### config.mk
export PLATFORM = sky130hd
export DESIGN_NAME = instr_fetch_unit
export DESIGN_NICKNAME = d
export VERILOG_FILES = /design/src/rtl/fetch_pkg.sv /design/src/rtl/next_pc_sel.sv /design/src/rtl/instr_fetch_unit.sv
export SDC_FILE = /design/constraint.sdc
export NUM_CORES = 1
export LEC_CHECK = 0
export CAP_MARGIN = 40
export CORE_MARGIN = 3
export CORE_UTILIZATION = 44
export DETAILED_ROUTE_END_ITERATION = 8
export PLACE_DENSITY_LB_ADDON = 0.25
export REMOVE_ABC_BUFFERS = 1
export SYNTH_ARGS = -nofsm -noshare
export SYNTH_HDL_FRONTEND = slang
export SYNTH_HIERARCHICAL = 1
export SYNTH_SLANG_ARGS = --single-unit
### constraint.sdc
create_clock -name clk -period 3.3 [get_ports clk]
set_clock_uncertainty 0.1 [all_clocks]
set_input_delay 0.495 -clock clk [delete_from_list [all_inputs] [get_ports clk]]
set_output_delay 0.495 -clock clk [all_outputs]
set_load 0.01 [all_outputs]
### src/rtl/fetch_pkg.sv
// Shared fetch-stage types: FSM state encoding, the reset NOP, and the RV32I
// major opcodes that the controller decodes from opc.
package fetch_pkg;

  typedef enum logic [1:0] {
    FETCH = 2'b00,
    EXEC  = 2'b01,
    HALT  = 2'b10
  } fetch_state_e;

  localparam logic [31:0] NOP_INSTR = 32'h0000_0013;  // addi x0, x0, 0

  localparam logic [6:0] LW   = 7'b0000011;
  localparam logic [6:0] SW   = 7'b0100011;
  localparam logic [6:0] RT   = 7'b0110011;
  localparam logic [6:0] BT   = 7'b1100011;
  localparam logic [6:0] IT   = 7'b0010011;
  localparam logic [6:0] LUI  = 7'b0110111;
  localparam logic [6:0] JAL  = 7'b1101111;
  localparam logic [6:0] JALR = 7'b1100111;

endpackage

### src/rtl/next_pc_sel.sv
// Next-PC mux: jalr target beats branch/jal target, which beats pc+4.
// All adds wrap modulo 2^XLEN.
module next_pc_sel #(
  parameter int XLEN = 32
) (
  input  logic [XLEN-1:0] pc,
  input  logic [XLEN-1:0] imm_ext,
  input  logic [XLEN-1:0] alu_result,
  input  logic            PC_src,
  input  logic            is_jalr,
  output logic [XLEN-1:0] next_pc,
  output logic [XLEN-1:0] pc_plus4,
  output logic            misaligned
);

  assign pc_plus4 = pc + XLEN'(4);

  always_comb begin
    next_pc = pc_plus4;
    if (is_jalr)
      next_pc = alu_result & ~XLEN'(1);
    else if (PC_src)
      next_pc = pc + imm_ext;
  end

  assign misaligned = |next_pc[1:0];

endmodule

### src/rtl/instr_fetch_unit.sv
// RV32I multi-cycle fetch front end: PC register, imem handshake, instruction latch.
// Optional FETCH_PERF_CNT_EN adds retired/redirect counters.
//
// state | meaning
// FETCH | imem_req high, waiting for imem_ready to latch instr
// EXEC  | instr valid for controller; advance pc unless exec_stall
// HALT  | redirect target misaligned; frozen until rst
module instr_fetch_unit
  import fetch_pkg::*;
#(
  parameter int              XLEN     = 32,
  parameter logic [XLEN-1:0] RESET_PC = '0
) (
  input  logic            clk,
  input  logic            rst,
  output logic            imem_req,
  output logic [XLEN-1:0] imem_addr,
  input  logic            imem_ready,
  input  logic [31:0]     imem_rdata,
  input  logic            exec_stall,
  input  logic            PC_src,
  input  logic            is_jalr,
  input  logic [XLEN-1:0] imm_ext,
  input  logic [XLEN-1:0] alu_result,
  output logic [31:0]     instr,
  output logic            instr_valid,
  output logic [6:0]      opc,
  output logic [2:0]      f3,
  output logic [6:0]      f7,
  output logic [4:0]      rs1,
  output logic [4:0]      rs2,
  output logic [4:0]      rd,
  output logic [XLEN-1:0] pc,
  output logic [XLEN-1:0] pc_plus4,
`ifdef FETCH_PERF_CNT_EN
  output logic [31:0]     retired_cnt,
  output logic [31:0]     redirect_cnt,
`endif
  output logic            misalign_err
);

  fetch_state_e    state_q, state_d;
  logic [XLEN-1:0] pc_q;
  logic [31:0]     instr_q;
  logic            misalign_q;
  logic [XLEN-1:0] next_pc;
  logic            misaligned;
  logic            exec_advance;

  next_pc_sel #(.XLEN(XLEN)) u_next_pc_sel (
    .pc         (pc_q),
    .imm_ext    (imm_ext),
    .alu_result (alu_result),
    .PC_src     (PC_src),
    .is_jalr    (is_jalr),
    .next_pc    (next_pc),
    .pc_plus4   (pc_plus4),
    .misaligned (misaligned)
  );

  assign exec_advance = (state_q == EXEC) && !exec_stall;

  always_comb begin
    state_d     = state_q;
    imem_req    = 1'b0;
    instr_valid = 1'b0;
    unique case (state_q)
      FETCH: begin
        imem_req = 1'b1;
        if (imem_ready) state_d = EXEC;
      end
      EXEC: begin
        instr_valid = 1'b1;
        if (!exec_stall) state_d = misaligned ? HALT : FETCH;
      end
      HALT:    state_d = HALT;
      default: state_d = FETCH;
    endcase
  end

  always_ff @(posedge clk) begin
    if (rst) begin
      state_q    <= FETCH;
      pc_q       <= RESET_PC;
      instr_q    <= NOP_INSTR;
      misalign_q <= 1'b0;
    end else begin
      state_q <= state_d;
      if (state_q == FETCH && imem_ready) instr_q <= imem_rdata;
      // A misaligned target freezes pc at the offending instruction
      if (exec_advance) begin
        if (misaligned) misalign_q <= 1'b1;
        else            pc_q       <= next_pc;
      end
    end
  end

`ifdef FETCH_PERF_CNT_EN
  always_ff @(posedge clk) begin
    if (rst) begin
      retired_cnt  <= '0;
      redirect_cnt <= '0;
    end else if (exec_advance && !misaligned) begin
      retired_cnt <= retired_cnt + 32'd1;
      if (next_pc != pc_plus4) redirect_cnt <= redirect_cnt + 32'd1;
    end
  end
`endif

  assign imem_addr    = pc_q;
  assign pc           = pc_q;
  assign instr        = instr_q;
  assign misalign_err = misalign_q;
  assign opc          = instr_q[6:0];
  assign rd           = instr_q[11:7];
  assign f3           = instr_q[14:12];
  assign rs1          = instr_q[19:15];
  assign rs2          = instr_q[24:20];
  assign f7           = instr_q[31:25];

endmodule

After elaboration in Yosys (flattened, before gate mapping)
Cells that the tools add are included.
{"block": "totals", "regBits": 67, "latchBits": 0, "ram_bits": 0, "rom_bits": 0, "inputBits": 102, "elab_cells": 27, "mem_count": 0}
{"block": "classes", "addsub": 2, "multipliers": 0, "div_mod_pow": 0, "n_lt_le_gt_ge": 0, "n_eq_ne": 4, "n_shift": 0, "mux": 8, "bitwise": 1, "reduce_logical": 8}
{"cell": "$mux 32", "n": 2}
{"cell": "$add 32x3->32 const B", "n": 1}
{"cell": "$add 32x32->32", "n": 1}
{"cell": "$mux 2", "n": 3}
{"cell": "$pmux 2 s3", "n": 1}
{"cell": "$reduce_and 2->1", "n": 3}
{"cell": "$ne 2x2->1 const B", "n": 2}
{"cell": "$eq 2x1->1 const B", "n": 1}
{"cell": "$eq 2x2->1 const B", "n": 1}
{"cell": "$logic_and 1x1->1", "n": 2}
{"cell": "$logic_not 2->1", "n": 1}
{"cell": "$mux 1", "n": 2}
{"cell": "$reduce_or 2->1", "n": 1}
{"cell": "$logic_not 1->1", "n": 1}
{"cell": "$not 1->1", "n": 1}

Depth between registers and ports, before layout
Gate-level depths: netlist (run 1).
{"block": "logic_depth", "word_depth": 7, "ltp_mapped": 12, "ltp_nobuf": 12}

By module
Netlist (run 1), hierarchy kept.
{"module": "instr_fetch_unit", "instances": 1, "cells_per_inst": 355, "area_per_inst_um2": 3460.8, "seq_area_each_um2": 1341.3}
{"module": "next_pc_sel", "instances": 1, "cells_per_inst": 435, "area_per_inst_um2": 2956.6, "seq_area_each_um2": 0.0}

Least setup slack after synthesis (run 1)
No wires, ideal clock.
{"block": "synth_timing", "kind": "input -> register", "start": "in imm_ext[0]", "end": "reg pc_q[22] (netlist: imem_addr[22])", "setup_time_ns": 0.120, "arrival_ns": 2.503, "t_required_ns": 3.080, "slack_ns": 0.578, "cell_stages": 12, "n_path_buf": 0, "path_cell_list": "ha_1 > fa_1 > a21oi_1 > o21ai_1 > o2111a_1 > o211ai_2 > nand2_1 > xnor2_1 > a21oi_1 > mux2_2 > nand2b_1 > mux2i_1"}
{"block": "synth_via", "elab_cells_between_ends": 6}
{"element": "start, declared", "line_no": "instr_fetch_unit.sv:23", "text": "input logic [XLEN-1:0] imm_ext,"}
{"element": "$add 32x32->32", "line_no": "next_pc_sel.sv:23", "text": "next_pc = pc + imm_ext;"}
{"element": "$mux 32", "line_no": "next_pc_sel.sv:22", "text": "else if (PC_src)"}
{"element": "$mux 32", "line_no": "next_pc_sel.sv:20", "text": "if (is_jalr)"}
{"element": "net next_pc[22]", "line_no": "instr_fetch_unit.sv:46", "text": "logic [XLEN-1:0] next_pc;"}
{"element": "end signal, assigned", "line_no": "instr_fetch_unit.sv:93", "text": "else pc_q <= next_pc;"}
{"element": "end, declared", "line_no": "instr_fetch_unit.sv:43", "text": "logic [XLEN-1:0] pc_q;"}
The timed path passes the listed nets, and every way through them passes these cells.
A chain may end at the register's enable or synchronous reset.

Worst setup path in the final report (run 1)
{"block": "layout_timing", "start": "reg pc_q[3] (netlist: imem_addr[3])", "end": "out pc_plus4[14]"}
{"block": "layout_via", "elab_chain_cells": 1}
{"element": "$add 32x3->32", "line_no": "next_pc_sel.sv:16", "text": "assign pc_plus4 = pc + XLEN'(4);"}
{"element": "end, declared", "line_no": "instr_fetch_unit.sv:34", "text": "output logic [XLEN-1:0] pc_plus4,"}
Every way passes these cells.

==> flow_metrics.env, run 1 <==
export IMPL_min_path_cells=2
export IMPL_ant_nets=0
export IMPL_synthArstFlopShare_pct=0
export IMPL_cts_sink_count=67
export IMPL_ys_ff_latch=67
export IMPL_post_dp_cell_area_mm2=0.008991
export IMPL_cp_arrival_ns=2.58
export IMPL_final_common_cell="clkdlybuf4s50_1"
export IMPL_syn2layout_area_growth_pct=45.68
export IMPL_multi_input_area_mm2=0.004395
export IMPL_avgSynthCellArea_um2=8.123
export IMPL_cts_max_path_buffers=2
export IMPL_layout_common_cells="252 x clkdlybuf4s50_1, 125 x nand2b_1, 70 x mux2i_1"
export IMPL_antenna_found_initial=0
export IMPL_tightest_slew_ns=0.7211
export IMPL_cts_max_level=3
export IMPL_start_kind="register"
export IMPL_path_class="reg -> out"
export IMPL_hp_start="misalign_err"
export IMPL_first_global_vias=6330
export IMPL_cp_required_ns=2.70
export IMPL_layout_nets=1146
export IMPL_grt_ovfl_total=0
export IMPL_post_drt_wl_per_cell_um=16.68
export IMPL_yosysSeqAreaShare_pct=20.90
export IMPL_finalMaxSlewViolations=0
export IMPL_vias=6249
export IMPL_reg2reg_from="imem_addr[0]"
export IMPL_synth_edff_count=0
export IMPL_io_pins=265
export IMPL_rows=43
export IMPL_end_kind="primary output"
export IMPL_fillCellCount=1230
export IMPL_rr_endpoint="imem_addr[22]"
export IMPL_vias_per_cell=5.229
export IMPL_path_clk_slew_ns=0.06
export IMPL_coreArea_mm2=0.01410
export IMPL_totalWireLength_mm=19.94
export IMPL_synth_area_mm2=0.006417
export IMPL_critPathMaxFanout=3
export IMPL_max_freq_ghz=0.3147
export IMPL_synthCells=790
export IMPL_ys_flop_type="dfxtp_1"
export IMPL_grt_total_usage_pct=24.55
export IMPL_dpl_hpwl_mm=15.55
export IMPL_clockRootBuffer="clkbuf_16"
export IMPL_die_width_um=126.8
export IMPL_setup_ws_ns=0.1227
export IMPL_die_area_mm2=0.01607
export IMPL_ff_latch_area_mm2=0.001343
export IMPL_drc=0
export IMPL_cts_hold_buffers=0
export IMPL_relSlewSlack_pct=51.92
export IMPL_cts_tree="yes"
export IMPL_cap_violations=0
export IMPL_period_share_pct=96.28
export IMPL_diodes=0
export IMPL_hold_viol=0
export IMPL_cts_buffers_inserted=9
export IMPL_worstSkewPairLatency_ns=0.34
export IMPL_status="finished clean"
export IMPL_numPortBuffers=263
export IMPL_gp_congestion=0.9468
export IMPL_setup_viol=0
export IMPL_dieHeight_um=126.8
export IMPL_hold_end="misalign_err"
export IMPL_start_util_pct=45.53
export IMPL_drt_initial_drc_count=301
export IMPL_r2r_cells=12
export IMPL_yosysWarnings=6
export IMPL_grt_pass1_wl_mm=32.17
export IMPL_ir_worst_vdd_mv=0.2196
export IMPL_ys_types=77
export IMPL_final_area_mm2=0.009349
export IMPL_pwr_density_cell_mw_per_mm2=284.1
export IMPL_min_period_ns=3.177
export IMPL_total_leakage_power_nw=3.930
export IMPL_drive_above_1_share_pct=10.94
export IMPL_grt_max_degree=82
export IMPL_worstHoldPathType="reg -> reg"
export IMPL_preCtsSetupSlack_ns=-0.1038
export IMPL_ff2ff_setup_slack_ns=0.41
export IMPL_drtPass1Iterations=5
==> routing by layer <==
layer | part of all wire [%] | vias up | track usage (%)
met5 | 0 | - | 0
met3 | 8.4 | 17 | 7.832
met2 | 47 | 214 | 41.59
met4 | 1.1 | 0 | 5.300
met1 | 44 | 2877 | 30.58
li1 | - | 3141 | -
==> registers in the layout, indices dropped and copies added, names as in the netlist <==
signal and count:
imem_addr 32, instr 32, state_q 2, misalign_err 1
==> metrics by stage <==
stage	util, %	hold slack [ns]	TNS, ns	cells	power (mW)
after floorplan	-	0.3635	-52.76	687	1.295
after global placement	63.78	0.3372	-0.1103	1179	1.729
after detailed placement	63.78	0.3524	-0.2994	1179	1.734
after CTS	65.77	0.3647	0	1194	2.676
after global routing	66.32	0.3933	-0.001250	1195	2.784
final	66.32	0.3657	0	1195	2.656
==> how the worst max path moves through the flow <==
stage	slack [ns]	startpoint	end
floorplan	-1.20	imem_ready	state_q[0]
global placement	-0.06	imm_ext[0]	imem_addr[30]
detailed placement	-0.10	imm_ext[0]	imem_addr[30]
CTS	0.01	imem_addr[3]	pc_plus4[30]
global route	-0.001	imem_addr[3]	pc_plus4[26]
finish	0.12	imem_addr[3]	pc_plus4[14]
==> synth_stat cells (8+ instances only) <==
| library cell | n | area share [%] |
|---|---|---|
| nand2b_1 | 125 | 12 |
| mux2i_1 | 70 | 11 |
| buf_4 | 69 | 8.1 |
| dfxtp_1 | 67 | 21 |
| nand2_1 | 56 | 3.3 |
| a21oi_1 | 47 | 3.7 |
| nor2_1 | 35 | 2.0 |
| xnor2_1 | 34 | 4.6 |
| ha_1 | 32 | 6.2 |
| o21ai_0 | 23 | 1.8 |
| clkbuf_1 | 19 | 1.1 |
| nand3_1 | 16 | 1.2 |
| nand4_1 | 15 | 1.5 |
| a21o_1 | 12 | 1.4 |
| xor2_1 | 12 | 1.6 |
| buf_2 | 10 | 0.78 |
| inv_1 | 10 | 0.58 |
| and3_1 | 8 | 0.78 |
| nor3_1 | 8 | 0.62 |
| o21ai_1 | 8 | 0.62 |
| o22ai_1 | 8 | 0.78 |
==> where the power goes <==
| part | switching [mW] | leakage (nW) | internal, mW | total (mW) |
|---|---|---|---|---|
| registers | 0.0457 | 0.547 | 0.852 | 0.897 |
| logic | 0.357 | 3.25 | 0.466 | 0.823 |
| clock network | 0.391 | 0.137 | 0.545 | 0.936 |
==> final cells by class <==
type	count	share of cell area [%]
clock inverters	4	0.2810
clock buffers	11	2.703
well taps	180	2.409
inverters	11	0.4416
multi-input cells	609	47.02
flip-flops and latches	67	14.36
repair buffers	313	32.79
==> worst max-delay path: stages (launching register included) <==
cell	delay [ns]
dfxtp_1	0.34
ha_1	0.21
nand4_1	0.23
nor3_4	0.33
buf_4	0.17
and3_1	0.17
xor2_1	0.19
clkdlybuf4s50_1	0.59
==> cells by family after synthesis <==
| kind of cell | Yosys count | synth area share (%) |
|---|---|---|
| AND/OR/NAND/NOR | 300 | 26.71 |
| AO/OA/AOI/OAI | 155 | 16.14 |
| buffers and inverters | 114 | 11.39 |
| multiplexers | 72 | 11.27 |
| flip-flops | 67 | 20.90 |
| XOR/XNOR | 49 | 7.039 |
| adder cells (fa/ha/maj) | 33 | 6.551 |
==> what timing repair did <==
item,CTS,global route
setup endpoints to repair,1,11
gates resized for setup,1,16
pin swaps,0,4
endpoints found under the hold margin,0,0
setup buffers,0,1
(Power assumes the default switching activity.)
==> inputs of run 2 (changes only) <==
CAP_MARGIN = not set   (was 40)
==> results of run 2 <==
Same layout as run 1: the final DEF is identical, and so are final timing and power.
==> inputs of run 3 (changes only) <==
CORE_UTILIZATION = 43   (was 44)
SYNTH_HIERARCHICAL = not set   (was 1)
==> run 3 against run 2 <==
Sequential cell count unchanged; cell area shrank 5.1%; setup slack lost 0.017 ns; global-route usage rose by 4.4 points; critical path type unchanged; largest cell class unchanged.
==> flow_metrics.env, run 3 <==
export IMPL_coreArea_mm2=0.01288
export IMPL_drt_initial_drc_count=539
export IMPL_preCtsSetupSlack_ns=-0.1430
export IMPL_numPortBuffers=263
export IMPL_setup_ws_ns=0.1060
export IMPL_cts_tree="yes"
export IMPL_worstSkewPairLatency_ns=0.34
export IMPL_clockRootBuffer="clkbuf_16"
export IMPL_drive_above_1_share_pct=10.63
export IMPL_gp_congestion=0.9184
export IMPL_die_area_mm2=0.01485
export IMPL_end_kind="primary output"
export IMPL_final_common_cell="clkdlybuf4s50_1"
export IMPL_avgSynthCellArea_um2=7.278
export IMPL_cpMostUsedCell="buf_4"
export IMPL_ant_nets=0
export IMPL_hold_viol=0
export IMPL_tightest_slew_ns=1.069
export IMPL_vias=6736
export IMPL_ys_types=69
export IMPL_cts_hold_buffers=0
export IMPL_synth_largest_area_cell="dfxtp_1"
export IMPL_yosysWarnings=0
export IMPL_synth_top_area_share_pct=23.24
export IMPL_vias_per_cell=5.539
export IMPL_synthTopCellsByCount="143 x nand2_1, 81 x a21oi_1, 67 x dfxtp_1"
export IMPL_setup_viol=0
export IMPL_yosysSeqAreaShare_pct=23.24
export IMPL_grt_pass1_wl_mm=34.07
export IMPL_total_leakage_power_nw=3.724
export IMPL_synthArstFlopShare_pct=0
export IMPL_io_pins=265
export IMPL_finalMaxSlewViolations=0
export IMPL_rsz0062_at_grt="no"
export IMPL_critPathSlowestCell="clkdlybuf4s50_1"
export IMPL_die_width_um=121.9
export IMPL_synth_most_common_cell="nand2_1"
export IMPL_totalWireLength_mm=22.47
export IMPL_ys_flop_type="dfxtp_1"
export IMPL_fillCellCount=1107
export IMPL_synthCells=793
export IMPL_dpl_hpwl_mm=17.44
export IMPL_antenna_found_initial=0
export IMPL_cp_required_ns=2.70
export IMPL_drc=0
export IMPL_ys_ff_latch=67
export IMPL_critPathMaxFanout=7
export IMPL_max_freq_ghz=0.3131
export IMPL_slowest_delay_ns=0.57
export IMPL_cts_max_level=3
export IMPL_synth_area_mm2=0.005772
export IMPL_synth_edff_count=0
export IMPL_period_share_pct=96.79
export IMPL_cts_sink_count=67
export IMPL_post_drt_wl_per_cell_um=18.48
export IMPL_status="finished clean"
export IMPL_p_total_mw=2.647
export IMPL_synth_area_leaders="dfxtp_1 23%, nand2_1 9.3%, buf_4 8.6%"
export IMPL_grt_total_usage_pct=28.98
export IMPL_layout_common_cells="255 x clkdlybuf4s50_1, 143 x nand2_1, 81 x a21oi_1"
export IMPL_diodes=0
export IMPL_min_period_ns=3.194
export IMPL_ir_worst_vdd_mv=0.2696
export IMPL_pwr_density_cell_mw_per_mm2=298.2
export IMPL_relSlewSlack_pct=28.53
export IMPL_first_global_vias=6475
export IMPL_syn2layout_area_growth_pct=53.78
export IMPL_rows=41
export IMPL_cts_max_path_buffers=2
export IMPL_dieHeight_um=121.9
export IMPL_worstHoldPathType="reg -> reg"
export IMPL_cap_violations=0
export IMPL_start_util_pct=44.83
export IMPL_drtPass1Iterations=5
export IMPL_path_clk_slew_ns=0.06
export IMPL_grt_ovfl_total=0
export IMPL_path_cells="buf_4 -> ha_1 -> nand3_1 -> nor2_4 -> buf_4 -> nand4_1 -> xnor2_2 -> clkdlybuf4s50_1"
export IMPL_cp_arrival_ns=2.60
export IMPL_grt_max_degree=45
export IMPL_start_kind="register"
export IMPL_cts_buffers_inserted=9
export IMPL_layout_nets=1174
export IMPL_path_class="reg -> out"
## run 3: cell types whose count changed after synthesis, sizes merged, moves of 8 or more
cell / before / now
a21oi: 51 / 82
nor2: 36 / 51
nand2b: 125 / 8
mux2i: 70 / 3
clkbuf: 20 / 34
nand2: 56 / 143
buf: 83 / 68
xor2: 12 / 22
a211oi: 1 / 9
## run 3: worst paths after layout
check,from,to,slack (ns),cells after the start
worst max-delay path,imem_addr[2],pc_plus4[22],0.11,8
worst min-delay path,misalign_err,misalign_err,0.37,2
worst max register to register,imem_addr[5],imem_addr[24],0.30,11
worst min register to register,misalign_err,misalign_err,0.37,2
## run 3: cell type report
| cell class | count | area (um^2) | share of cell area [%] |
|---|---|---|---|
| Clock inverter | 7 | 58.81 | 0.6625 |
| Sequential cell | 67 | 1341 | 15.11 |
| Inverter | 16 | 60.06 | 0.6766 |
| Tap cell | 172 | 215.2 | 2.425 |
| Clock buffer | 9 | 225.2 | 2.537 |
| Timing Repair Buffer | 337 | 3193 | 35.97 |
| Multi-Input combinational cell | 608 | 3782 | 42.61 |
## run 3: per-layer routing
metal  global-route usage [%]  wire (um)
met5                        0          0
met2                    49.93      10860
met4                    8.683        533
met3                    6.175       1780
met1                    36.37       9296
## run 3: worst max-delay path: cells and delay by family (launching register included)
kind | cells | cell delay (ns)
xor+xnor | 1 | 0.26
fa+ha+maj | 1 | 0.19
buf+inv | 3 | 0.92
flops | 1 | 0.34
simple gates | 3 | 0.54
## run 3: what timing repair did
action / 4_1_cts / 5_1_grt
resized for setup: 6 / 9
setup endpoints to repair: 6 / 5
buffers inserted: 1 / 3
pin swaps: 0 / 1
## run 3: report_power, final
group / internal (mW) / leakage (nW) / total (mW) / switching, mW
clock: 0.523 / 0.139 / 0.955 / 0.433
sequential: 0.849 / 0.547 / 0.887 / 0.0387
combinational: 0.419 / 3.04 / 0.804 / 0.386
## run 3: cell families after synthesis
| logic type | count (synthesis) | synth area share [%] |
|---|---|---|
| simple gates | 290 | 22.72 |
| compound gates | 230 | 26.36 |
| buf+inv | 118 | 11.99 |
| flops | 67 | 23.24 |
| xor+xnor | 52 | 7.891 |
| fa+ha+maj | 33 | 7.284 |
| mux | 3 | 0.5203 |
## run 3: per-stage QoR
stage | instances | area (um^2) | TNS, ns | hold WS [ns] | utilization, %
2_1_floorplan | 691 | 5140 | -0.02278 | 0.4047 | -
6_report | 1216 | 8876 | 0 | 0.3728 | 68.93
5_1_grt | 1216 | 8876 | 0 | 0.3903 | 68.93
3_5_place_dp | 1196 | 8508 | -0.4639 | 0.3667 | 66.08
4_1_cts | 1213 | 8817 | 0 | 0.3756 | 68.48
3_3_place_gp | 1196 | 8508 | -0.2197 | 0.3550 | 66.08
